## src/rtl/ebi_vram_write_scheduler.sv

```systemverilog
// ebi_vram_write_scheduler
// Captures CPU writes from the multiplexed EBI bus and queues them in a FIFO.
// It drains the queue into the display memories, but only while vblank is high.
// Optional build macro EBI_SCHED_STATS_EN adds the drop_count and max_level
// statistics outputs.
module ebi_vram_write_scheduler #(
   parameter int unsigned FIFO_DEPTH  = 16,
   parameter int unsigned ADDR_W      = 16,
   parameter int unsigned DATA_W      = 16,
   parameter int unsigned BANK_W      = 3,
   parameter int unsigned SYNC_STAGES = 2
) (
   input  logic                            clk_100m,
   input  logic                            btn_rst,
   input  logic [DATA_W-1:0]               EBI_AD,
   input  logic                            EBI_ALE,
   input  logic                            EBI_WE,
   input  logic [BANK_W-1:0]               bank_select,
   input  logic                            vblank,
   output logic                            wr_valid,
   input  logic                            wr_ready,
   output logic [BANK_W-1:0]               wr_bank,
   output logic [ADDR_W-1:0]               wr_addr,
   output logic [DATA_W-1:0]               wr_data,
   output logic [$clog2(FIFO_DEPTH):0]     fifo_level,
   output logic                            overflow,
   input  logic                            ovf_clr
`ifdef EBI_SCHED_STATS_EN
   ,output logic [15:0]                    drop_count
   ,output logic [$clog2(FIFO_DEPTH):0]    max_level
`endif
);

   localparam int unsigned PTR_W = $clog2(FIFO_DEPTH);
   localparam int unsigned LVL_W = PTR_W + 1;
   localparam int unsigned ENT_W = BANK_W + ADDR_W + DATA_W;

   typedef enum logic {IDLE, ISSUE} state_t;

   state_t                  state;
   logic [SYNC_STAGES-1:0]  ale_sync, we_sync;
   logic                    ale_prev, we_prev;
   logic                    ale_fall, we_rise;
   logic [ADDR_W-1:0]       addr_q;
   logic [BANK_W-1:0]       bank_q;
   logic                    push_req;
   logic [ENT_W-1:0]        push_data;
   logic [ENT_W-1:0]        mem [FIFO_DEPTH];
   logic [PTR_W-1:0]        wr_ptr, rd_ptr, rd_next;
   logic [LVL_W-1:0]        level, level_nxt;
   logic                    full, empty, pop, push_ok, drop;
   logic [ENT_W-1:0]        next_head;

   assign ale_fall = ale_prev & ~ale_sync[SYNC_STAGES-1];
   assign we_rise  = ~we_prev & we_sync[SYNC_STAGES-1];

   // Synchronise the EBI strobes; flops start at the idle-high level
   always_ff @(posedge clk_100m or negedge btn_rst) begin
      if (!btn_rst) begin
         ale_sync <= '1;
         we_sync  <= '1;
         ale_prev <= 1'b1;
         we_prev  <= 1'b1;
      end else begin
         ale_sync <= {ale_sync[SYNC_STAGES-2:0], EBI_ALE};
         we_sync  <= {we_sync[SYNC_STAGES-2:0], EBI_WE};
         ale_prev <= ale_sync[SYNC_STAGES-1];
         we_prev  <= we_sync[SYNC_STAGES-1];
      end
   end

   // Latch address/bank on ALE fall; build the FIFO entry on WE rise
   always_ff @(posedge clk_100m or negedge btn_rst) begin
      if (!btn_rst) begin
         addr_q    <= '0;
         bank_q    <= '0;
         push_req  <= 1'b0;
         push_data <= '0;
      end else begin
         if (ale_fall) begin
            addr_q <= EBI_AD;
            bank_q <= bank_select;
         end
         push_req <= we_rise;
         if (we_rise)
            push_data <= {bank_q, addr_q, EBI_AD};
      end
   end

   assign full     = (level == LVL_W'(FIFO_DEPTH));
   assign empty    = (level == '0);
   assign pop      = wr_valid & wr_ready;
   assign push_ok  = push_req & (~full | pop);
   assign drop     = push_req & full & ~pop;
   assign rd_next  = rd_ptr + PTR_W'(1);
   // With one entry left, the next head is the entry being pushed this cycle
   assign next_head = (level > LVL_W'(1)) ? mem[rd_next] : push_data;
   assign fifo_level = level;

   // Next occupancy from accepted pushes and pops
   always_comb begin
      level_nxt = level;
      unique case ({push_ok, pop})
         2'b10:   level_nxt = level + LVL_W'(1);
         2'b01:   level_nxt = level - LVL_W'(1);
         default: level_nxt = level;
      endcase
   end

   // FIFO storage write port
   always_ff @(posedge clk_100m) begin
      if (push_ok)
         mem[wr_ptr] <= push_data;
   end

   // FIFO pointers and occupancy
   always_ff @(posedge clk_100m or negedge btn_rst) begin
      if (!btn_rst) begin
         wr_ptr <= '0;
         rd_ptr <= '0;
         level  <= '0;
      end else begin
         if (push_ok)
            wr_ptr <= wr_ptr + PTR_W'(1);
         if (pop)
            rd_ptr <= rd_next;
         level <= level_nxt;
      end
   end

   // Drain FSM with registered request outputs
   always_ff @(posedge clk_100m or negedge btn_rst) begin
      if (!btn_rst) begin
         state    <= IDLE;
         wr_valid <= 1'b0;
         wr_bank  <= '0;
         wr_addr  <= '0;
         wr_data  <= '0;
      end else begin
         unique case (state)
            IDLE: begin
               if (!empty && vblank) begin
                  state                       <= ISSUE;
                  wr_valid                    <= 1'b1;
                  {wr_bank, wr_addr, wr_data} <= mem[rd_ptr];
               end
            end
            ISSUE: begin
               if (wr_ready) begin
                  if (((level > LVL_W'(1)) || push_req) && vblank) begin
                     {wr_bank, wr_addr, wr_data} <= next_head;
                  end else begin
                     state    <= IDLE;
                     wr_valid <= 1'b0;
                  end
               end
            end
            default: begin
               state    <= IDLE;
               wr_valid <= 1'b0;
            end
         endcase
      end
   end

   // Sticky overflow flag; a new drop wins over a clear
   always_ff @(posedge clk_100m or negedge btn_rst) begin
      if (!btn_rst)
         overflow <= 1'b0;
      else if (drop)
         overflow <= 1'b1;
      else if (ovf_clr)
         overflow <= 1'b0;
   end

`ifdef EBI_SCHED_STATS_EN
   // Saturating drop counter and occupancy high-water mark
   always_ff @(posedge clk_100m or negedge btn_rst) begin
      if (!btn_rst) begin
         drop_count <= '0;
         max_level  <= '0;
      end else if (ovf_clr) begin
         drop_count <= '0;
         max_level  <= '0;
      end else begin
         if (drop && (drop_count != '1))
            drop_count <= drop_count + 16'd1;
         if (level_nxt > max_level)
            max_level <= level_nxt;
      end
   end
`endif

endmodule

```

## config.mk

```make
export PLATFORM = sky130hd
export DESIGN_NAME = ebi_vram_write_scheduler
export DESIGN_NICKNAME = d
export VERILOG_FILES = /design/src/rtl/ebi_vram_write_scheduler.sv
export SDC_FILE = /design/constraint.sdc
export NUM_CORES = 1
export LEC_CHECK = 0
export BUFFER_PORTS_ARGS = -buffer_cell sky130_fd_sc_hd__buf_4
export CORE_MARGIN = 4
export CORE_UTILIZATION = 30
export CTS_CLUSTER_DIAMETER = 40
export DETAILED_ROUTE_END_ITERATION = 6
export SKIP_LAST_GASP = 1
export SLEW_MARGIN = 20
export SYNTH_ARGS = -nofsm -noshare
export SYNTH_HDL_FRONTEND = slang
export SYNTH_SLANG_ARGS = --single-unit
```

## constraint.sdc

```tcl
create_clock -name clk_100m -period 6.03 [get_ports clk_100m]
set_clock_uncertainty 0.05 [all_clocks]
set_input_delay 0 -clock clk_100m [delete_from_list [all_inputs] [get_ports clk_100m]]
set_output_delay 0 -clock clk_100m [all_outputs]
set_load 0.02 [all_outputs]
```

==> results.cfg, run 1 <==
[setup_path]
arrival_ns = 4.11
rrSetupSlack_ns = 2.33
worstRegToRegCells = 6
critPathKind = reg -> reg
cp.required_ns = 6.44
timing.rr.start = rd_ptr[0]$_DFFE_PN0P_
cp_max_fo = 150
end_kind = register
critPathLaunchType = register
r2r-end = wr_addr[0]$_DFFE_PN0P_

[route]
wl_per_cell_um = 27.1
drt_wl_total_um = 85800
vias_per_cell = 5.40
ant_nets = 0
drtPass1Iterations = 6
drtIter0Drc = 1542
vias = 17100
drc = 0

[placement]
place_hpwl_um = 45600
io_buffers = 67
gp_congestion = 0.763
pre_cts_slack_ns = 2.37

[floorplan]
start_util_pct = 30.4
dieArea_sq_um = 107000
die_h_um = 327
core_area_sq_um = 101000
num_io_pins = 68
placementRows = 116
die_x_um = 327

[min_path]
whs_endpoint = bank_q[2]$_DFFE_PN0P_
hp-class = in -> reg
hold_start = bank_select[2]
whs_path_depth = 3

[yosys]
yosys_warnings = 0
mappedNetlistArea_sq_um = 30600
syn_inst = 1618
syn_avg_cell_area_sq_um = 18.9
synth_fp_nets = 1654
yosysUniqueCellTypes = 49
ys_ff_latch = 672
seq_area_frac_synth_pct = 64.2

[sta]
maxSlewHeadroom_pct = 24.7
tns_ns = 0
period_needed_ns = 3.70
rsz0062_at_grt = false
timing.final.crit_share_pct = 61.3
setup_viol = 0
slew_viol_final = 0
worst_pin_slew_ns = 1.13
hold_viol = 0
timing.fmax_mhz = 271
layout_setup_ws_ns = 2.33

[clock_tree]
clk_latency_ns = 0.65
cts_buffers = 94
post_cts_resized = 0
cts_htree_levels = 3
clock-sinks = 672
cts_tree = yes
cts_root_buf = clkbuf_16
clockBufferDepth = 3
holdBufCountCts = 32
post-cts-setup-buffer-count = 0
path_clk_slew_ns = 0.06

[outcome]
status = finished, final reports clean

[layout]
nFillCells = 9229
area_growth_pct = 18.0
layout_commonest_cell = edfxtp_1
num-nets-final = 1757
diodes = 0
final_cell_mix = edfxtp_1 (560), mux2i_1 (211), mux4_2 (210)
multi_input_area_sq_um = 10300
drive_gt1_share_pct = 33.2
seq_area_sq_um = 19600

[run]
cap_viol_max_count = 0

[global_route]
grt_remaining_overflow = 0
grt_pass1_wl_um = 124000
antenna_found_initial = 2
grt_max_degree = 151
grt_pass1_vias = 17900
grt.total_usage_pct = 15.8

[power]
irDropWorstVdd_mv = 0.489
power.density_cell_area_nw_per_um2 = 548
power_leakage_nw = 12.3
Yosys cell counts, drive strengths merged:
library cell,count,share of area [%]
a21o,1,0.025
a21oi,2,0.033
a221oi,62,2.4
a22o,62,1.8
a22oi,11,0.27
a311oi,1,0.049
a31oi,31,0.63
a32o,4,0.13
a41o,1,0.033
and2,20,0.41
and2b,1,0.025
and3,1,0.020
buf,97,2.1
clkbuf,25,0.32
dfrtp,106,8.7
dfstp,6,0.52
edfxtp,560,55
ha,10,0.41
inv,11,0.13
mux2,55,2.0
mux2i,211,6.9
mux4,210,15
nand2,10,0.12
nand2b,1,0.020
nand3,6,0.11
nand3b,2,0.049
nand4,2,0.041
nand4b,1,0.029
nor2,40,0.51
nor2b,4,0.082
nor3,4,0.065
nor3b,2,0.049
o211ai,1,0.025
o21ai,3,0.049
o22a,32,0.92
o22ai,5,0.10
o32a,4,0.13
xnor2,9,0.26
xor2,4,0.14
where the power goes:
group / total (mW) / switching, mW / internal [mW]
sequential: 6.35 / 0.657 / 5.70
combinational: 7.75 / 4.04 / 3.71
clock: 5.67 / 2.26 / 3.41
layout make-up:
class	instances	share of cell area [%]
Multi-Input combinational cell	813	28.6
Inverter	11	0.114
Tap cell	1357	4.70
Sequential cell	672	54.4
Timing Repair Buffer	129	3.10
Clock buffer	106	6.78
Clock inverter	72	2.37
sequential cells by signal, indices dropped and copies added (netlist names), 2 cells and up:
signal / cells
mem: 560
push_data: 35
addr_q: 16
wr_addr: 16
wr_data: 16
fifo_level: 5
rd_ptr: 4
wr_ptr: 4
bank_q: 3
wr_bank: 3
ale_sync: 2
we_sync: 2
worst max-delay path, cell delays in order (launching register included):
cell      delay, ns
dfrtp_4        0.62
buf_12         0.74
buf_4          0.73
mux4_2         0.60
a22o_1         0.24
a221oi_1       0.25
a31oi_1        0.12
cells by family (layout without fill, tap and decap cells):
logic type	count (synthesis)	after routing	share of synthesized area, %
xor gates and xnor gates	13	13	0.397
and+or+nand+nor	94	94	1.53
buffers and inverters	133	318	2.54
DFF	672	672	64.2
AOI/OAI and AO/OA	220	220	6.58
adders and majority gates	10	10	0.409
muxes	476	476	24.4
through the flow:
step / total power [mW] / util [%] / cells / instance area (sq um) / hold slack, ns
final: 19.8 / 35.9 / 3160 / 36100 / 0.0949
after global routing: 20.7 / 35.9 / 3160 / 36100 / 0.102
after CTS: 19.9 / 35.9 / 3160 / 36100 / 0.0750
after detailed placement: 14.3 / 32.3 / 2950 / 32500 / 0.0595
after global placement: 14.2 / 32.3 / 2950 / 32500 / 0.0590
after floorplan: 12.2 / - / 1618 / 30600 / -0.346
worst max path at each step:
stage / from / end / cells past startpoint
global placement: rd_ptr[0]$_DFFE_PN0P_ / wr_addr[0]$_DFFE_PN0P_ / 6
finish: rd_ptr[0]$_DFFE_PN0P_ / wr_addr[0]$_DFFE_PN0P_ / 6
floorplan: fifo_level[0]$_DFFE_PN0P_ / mem[10][0]$_DFFE_PP_ / 8
CTS: rd_ptr[0]$_DFFE_PN0P_ / wr_addr[0]$_DFFE_PN0P_ / 6
detailed placement: rd_ptr[1]$_DFFE_PN0P_ / wr_addr[4]$_DFFE_PN0P_ / 6
global route: rd_ptr[1]$_DFFE_PN0P_ / wr_addr[2]$_DFFE_PN0P_ / 6
metal layers:
metal	part of all wire, %	track usage, %
met5	0	0
met3	6.8	3.08
met4	2.8	5.11
met2	51	27.7
met1	39	19.8
Power figures use the tool's default switching activity.
==> run 2, diff against run 1 <==
clock period = 3.5 ns   (was 6.03 ns; I/O delays follow)
==> run 2 against run 1 <==
Net effect: sequential share of layout area down 0.48 points; core utilization is 0.32 points higher; count of clock-buffer cells in the layout shrank 6; die area unchanged; sequential power rose by 70%; via count shrank 0.33%; clock power rose by 69%; register-to-register slack got worse by 1.8 ns; critical endpoint is now wr_addr[12]$_DFFE_PN0P_.
==> results.cfg, run 2 (synthesis gave the netlist of run 1 again) <==
[sta]
maxSlewHeadroom_pct = 32.9
worst_pin_slew_ns = 1.01
rsz0062_at_grt = false
timing.fmax_mhz = 343
timing.final.crit_share_pct = 83.4
tns_ns = 0
slew_viol_final = 0
setup_viol = 0
hold_viol = 0
period_needed_ns = 2.92

[global_route]
grt_pass1_wl_um = 123000
grt_pass1_vias = 17900
grt_max_degree = 131
grt.total_usage_pct = 15.4
grt_remaining_overflow = 0
antenna_found_initial = 2

[clock_tree]
cts_tree = yes
cts_buffers = 87
clockBufferDepth = 3
cts_root_buf = clkbuf_16
cts_htree_levels = 3
post-cts-setup-buffer-count = 0
clock-sinks = 672
clk_latency_ns = 0.64
path_clk_slew_ns = 0.06

[route]
vias = 17000
drc = 0
ant_nets = 0
drtPass1Iterations = 7
vias_per_cell = 5.36
drt_wl_total_um = 83000
drtIter0Drc = 1732
wl_per_cell_um = 26.2

[layout]
num-nets-final = 1776
final_core_util_pct = 36.2
drive_gt1_share_pct = 33.4
diodes = 0
area_growth_pct = 19.1
reg.largest.list = mem (560), push_data (35)
nFillCells = 9131
final_cell_mix = edfxtp_1 (560), mux2i_1 (211), mux4_2 (210)
largest_reg_flops = 560
layout_commonest_cell = edfxtp_1
regMostFlops = mem

[setup_path]
crit_family = simple AND/OR/NAND/NOR gates
critPathKind = reg -> reg
cpMaxStageDelayCell = nand3_2
cp.required_ns = 4.00
path_buf_inv = 2
arrival_ns = 3.41
worstRegToRegCells = 7
r2r-end = wr_addr[12]$_DFFE_PN0P_
critical_path.max_stage_delay_ns = 0.82
cp_max_fo = 22
end_kind = register
path_cells = inv_1, ha_1, o21ai_1, nand3_2, buf_12, o22a_1, a31oi_1
critPathLaunchType = register
rrSetupSlack_ns = 0.58
timing.rr.start = fifo_level[1]$_DFFE_PN0P_

[min_path]
hp-class = in -> reg
hold_start = EBI_AD[5]
whs_path_depth = 3
whs_endpoint = addr_q[5]$_DFFE_PN0P_

[floorplan]
placementRows = 116
dieArea_sq_um = 107000
core_area_sq_um = 101000
die_h_um = 327
num_io_pins = 68
start_util_pct = 30.4
die_x_um = 327

[power]
irDropWorstVdd_mv = 0.738
power_leakage_nw = 12.5
power.density_cell_area_nw_per_um2 = 944

[run]
cap_viol_max_count = 0

[placement]
io_buffers = 67
place_hpwl_um = 49800
gp_congestion = 0.773

[outcome]
status = finished, final reports clean
## run 2: cell types whose count changed in the layout (fill, tap and decap cells not counted), sizes merged
| cell | before | now |
|---|---|---|
| buf | 98 | 123 |
| clkinv | 26 | 19 |
| clkbuf | 106 | 100 |
| bufinv | 9 | 14 |
| inv | 37 | 33 |
| clkinvlp | 11 | 9 |
| dlygate4sd3 | 31 | 32 |
## run 2: tightest hold or removal path, stage by stage
cell and delay [ns]:
dlygate4sd3_1 0.52, buf_4 0.10, mux2_2 0.12
## run 2: metrics by stage
stage          cell area [sq um]  setup WS [ns]  power, mW  hold slack [ns]  instances
2_1_floorplan              30600          0.561       21.0           -0.346       1618
3_3_place_gp               33000          0.577       24.8           0.0597       2976
3_5_place_dp               33000          0.552       25.0           0.0595       2976
4_1_cts                    36400          0.523       34.7           0.0537       3172
5_1_grt                    36400          0.386       36.0           0.0823       3172
6_report                   36400          0.581       34.4           0.0907       3172
## run 2: where the power goes
part	leakage, nW	internal [mW]	switching (mW)
Sequential	6.33	9.81	0.979
Clock	1.50	5.84	3.72
Combinational	4.61	6.76	7.27
## run 2: worst max path at each step
stage	depth (start not counted)	end	slack, ns	startpoint
after floorplan	8	mem[10][0]$_DFFE_PP_	0.56	fifo_level[0]$_DFFE_PN0P_
after global placement	7	wr_addr[3]$_DFFE_PN0P_	0.58	fifo_level[1]$_DFFE_PN0P_
after detailed placement	7	wr_addr[3]$_DFFE_PN0P_	0.55	fifo_level[1]$_DFFE_PN0P_
after CTS	7	wr_addr[12]$_DFFE_PN0P_	0.52	fifo_level[1]$_DFFE_PN0P_
after global routing	8	mem[9][21]$_DFFE_PP_	0.39	fifo_level[0]$_DFFE_PN0P_
final	7	wr_addr[12]$_DFFE_PN0P_	0.58	fifo_level[1]$_DFFE_PN0P_
## run 2: final cells by class
class / instances / area [sq um] / share of cell area [%]
multi-input cells: 813 / 10300 / 28.3
repair buffers: 155 / 1610 / 4.42
flip-flops and latches: 672 / 19600 / 53.9
clock buffers: 100 / 2270 / 6.23
clock inverters: 64 / 873 / 2.40
inverters: 11 / 41.3 / 0.113
well taps: 1357 / 1700 / 4.66
## run 2: timing repair
item,4_1_cts,5_1_grt
hold endpoints to repair,118,0
resized for setup,0,0
hold buffers,32,0
## run 2: routing by layer
layer | routed length (um) | GRT usage [%] | share of wire, % | vias up
li1 | - | - | - | 7099
met1 | 33600 | 20.2 | 41 | 9069
met2 | 40900 | 25.9 | 49 | 723
met3 | 6540 | 3.12 | 7.9 | 125
met4 | 1880 | 4.59 | 2.3 | 0
met5 | 0 | 0 | 0 | -
==> run 3, diff against run 2 <==
ABC_AREA = 1   (was unset)
clock period = 2.4 ns   (was 3.5 ns; I/O delays follow)
==> run 3 against run 2 <==
Net effect: via count up 63%; area after synthesis grew 8.0%; cell area is 11% higher; critical path depth up 6; total power up 68%.
==> results.cfg, run 3 <==
[yosys]
ys_top_cells_by_area = edfxtp_1 (51%), nand2_1 (16%), nand3_1 (9.6%)
synth-edff-count = 560
yosysUniqueCellTypes = 28
syn_inst = 3821
synth_largest_area_cell = edfxtp_1
yosys_warnings = 0
yosysMostFrequentCell = nand2_1
synthTopCellsByCount = nand2_1 (1404), nand3_1 (632), edfxtp_1 (560)
mappedNetlistArea_sq_um = 33000
seq_area_frac_synth_pct = 59.4
synth_fp_nets = 3857
ys_async_sr_fraction_pct = 16.7
ys_ff_latch = 672
syn_avg_cell_area_sq_um = 8.65
synth-main-ff-cell = edfxtp_1
synth_top_area_share_pct = 50.9

[layout]
diodes = 0
reg.largest.list = mem (560), push_data (35)
area_growth_pct = 22.3
regMostFlops = mem
largest_reg_flops = 560
seq_area_sq_um = 19600
fin_cells = 5494
fin_area_sq_um = 40400
nFillCells = 10800
final_cell_mix = nand2_1 (1398), nand3_1 (632), edfxtp_1 (560)
num-nets-final = 3964
layout_commonest_cell = nand2_1
multi_input_area_sq_um = 12000
drive_gt1_share_pct = 11.3

[power]
power.density_cell_area_nw_per_um2 = 1430
power_leakage_nw = 16.3
irDropWorstVdd_mv = 1.54
p_total_mw = 57.7

[floorplan]
dieArea_sq_um = 115000
start_util_pct = 30.3
die_x_um = 340
num_io_pins = 68
placementRows = 121
die_h_um = 340
core_area_sq_um = 109000

[sta]
rsz0062_at_grt = false
timing.fmax_mhz = 444
period_needed_ns = 2.25
tns_ns = 0
timing.final.crit_share_pct = 93.8
hold_viol = 0
maxSlewHeadroom_pct = 51.4
worst_pin_slew_ns = 0.728
slew_viol_final = 0
setup_viol = 0

[clock_tree]
clockBufferDepth = 3
post-cts-setup-buffer-count = 0
clk_latency_ns = 0.66
cts_buffers = 103
clock-sinks = 672
cts_root_buf = clkbuf_16
cts_htree_levels = 3
cts_tree = yes
path_clk_slew_ns = 0.05

[min_path]
whs_path_depth = 4
hp-class = in -> reg

[route]
drtIter0Drc = 3144
vias_per_cell = 5.05
drc = 0
ant_nets = 0
drt_wl_total_um = 109000
wl_per_cell_um = 19.9
drtPass1Iterations = 7
vias = 27800

[global_route]
grt_remaining_overflow = 0
grt_max_degree = 113
antenna_found_initial = 0
grt_pass1_vias = 26500
grt.total_usage_pct = 18.5
grt_pass1_wl_um = 165000

[setup_path]
cpMaxStageDelayCell = dfrtp_4
worstRegToRegCells = 13
critical_path.max_stage_delay_ns = 0.56
path_buf_inv = 3
end_kind = register
cp_num_cells = 13
path_cells = ha_4, inv_6, buf_12, buf_12, nand3_1, nand3_1, nand2_1, nand2_1, nand3_1, nand2_1, nand2_1, nand2_1, nand2_1
critPathKind = reg -> reg
arrival_ns = 2.73
cp.required_ns = 2.88
crit_top_cell = nand2_1
critPathLaunchType = register
cp_max_fo = 19
crit_family = buffers and inverters

[placement]
io_buffers = 67
gp_congestion = 0.800
placed_area_sq_um = 36500
dp.cells = 5268
place_hpwl_um = 62700

[outcome]
status = finished, final reports clean

[run]
cap_viol_max_count = 0
[run 3: cell types whose count changed after synthesis, sizes merged, moves of 55 or more]
cell,change
mux2,-55
inv,+72
clkbuf,+88
mux2i,-211
a22o,-62
nand2,+1394
mux4,-210
nand3,+627
nor2,+407
a221oi,-62
o21ai,+288
[run 3: routing by layer]
layer	global-route usage [%]	vias to the layer above	part of all wire [%]
met1	24.6	13200	41
met2	31.0	1350	47
met3	2.85	233	8.8
li1	-	13000	-
met4	6.03	0	3.0
met5	0	-	0
[run 3: final cells by class]
cell class | instances | share of cell area [%]
Timing Repair Buffer | 260 | 7.22
Tap cell | 1476 | 4.57
Clock inverter | 69 | 1.99
Clock buffer | 126 | 6.93
Sequential cell | 672 | 48.6
Multi-Input combinational cell | 2807 | 29.8
Inverter | 84 | 0.821
[run 3: power breakdown]
part	leakage (nW)	internal, mW	switching [mW]
Clock	1.72	9.84	5.66
Sequential	6.45	14.1	0.862
Combinational	8.18	8.92	18.4
Total	16.3	32.8	24.9
[run 3: final timing paths]
check | start | endpoint | slack (ns)
min | bank_select[0] | bank_q[0]$_DFFE_PN0P_ | 0.08
max reg2reg | rd_ptr[0]$_DFFE_PN0P_ | wr_addr[1]$_DFFE_PN0P_ | 0.15
max in group asynchronous | btn_rst | rd_ptr[1]$_DFFE_PN0P_ | 1.42
min in group asynchronous | btn_rst | we_prev$_DFF_PN1_ | 0.47
max | rd_ptr[0]$_DFFE_PN0P_ | wr_addr[1]$_DFFE_PN0P_ | 0.15
min reg2reg | ale_sync[0]$_DFF_PN1_ | ale_sync[1]$_DFF_PN1_ | 0.30
[run 3: what timing repair did]
action | 4_1_cts | 5_1_grt
hold buffers | 31 | 0
setup endpoints to repair | 0 | 3
endpoints found under the hold margin | 155 | 0
gates resized for setup | 0 | 2
[run 3: worst reg2reg max path: cells and delay by family, from the launching register on]
family | cells | cell delay (ns)
adders and majority gates | 1 | 0.32
buffers and inverters | 3 | 0.62
and+or+nand+nor | 9 | 0.59
DFF | 1 | 0.56
[run 3: through the flow]
stage / utilization [%] / hold slack (ns) / setup slack, ns
after detailed placement: 33.4 / 0.0253 / 0.156
final: 37.0 / 0.0836 / 0.149
after global placement: 33.4 / 0.0171 / 0.193
after CTS: 37.0 / 0.0451 / 0.132
after global routing: 37.0 / 0.115 / 0.000606
after floorplan: - / -0.346 / 0.0678
[run 3: logic make-up after synthesis]
kind of cell             after synthesis  share of synthesized area [%]
buffers and inverters                342                           4.66
adder cells (fa/ha/maj)               10                          0.379
AND/OR/NAND/NOR                     2489                           30.7
XOR/XNOR                              10                          0.288
AO/OA/AOI/OAI                        298                           4.53
flip-flops                           672                           59.4
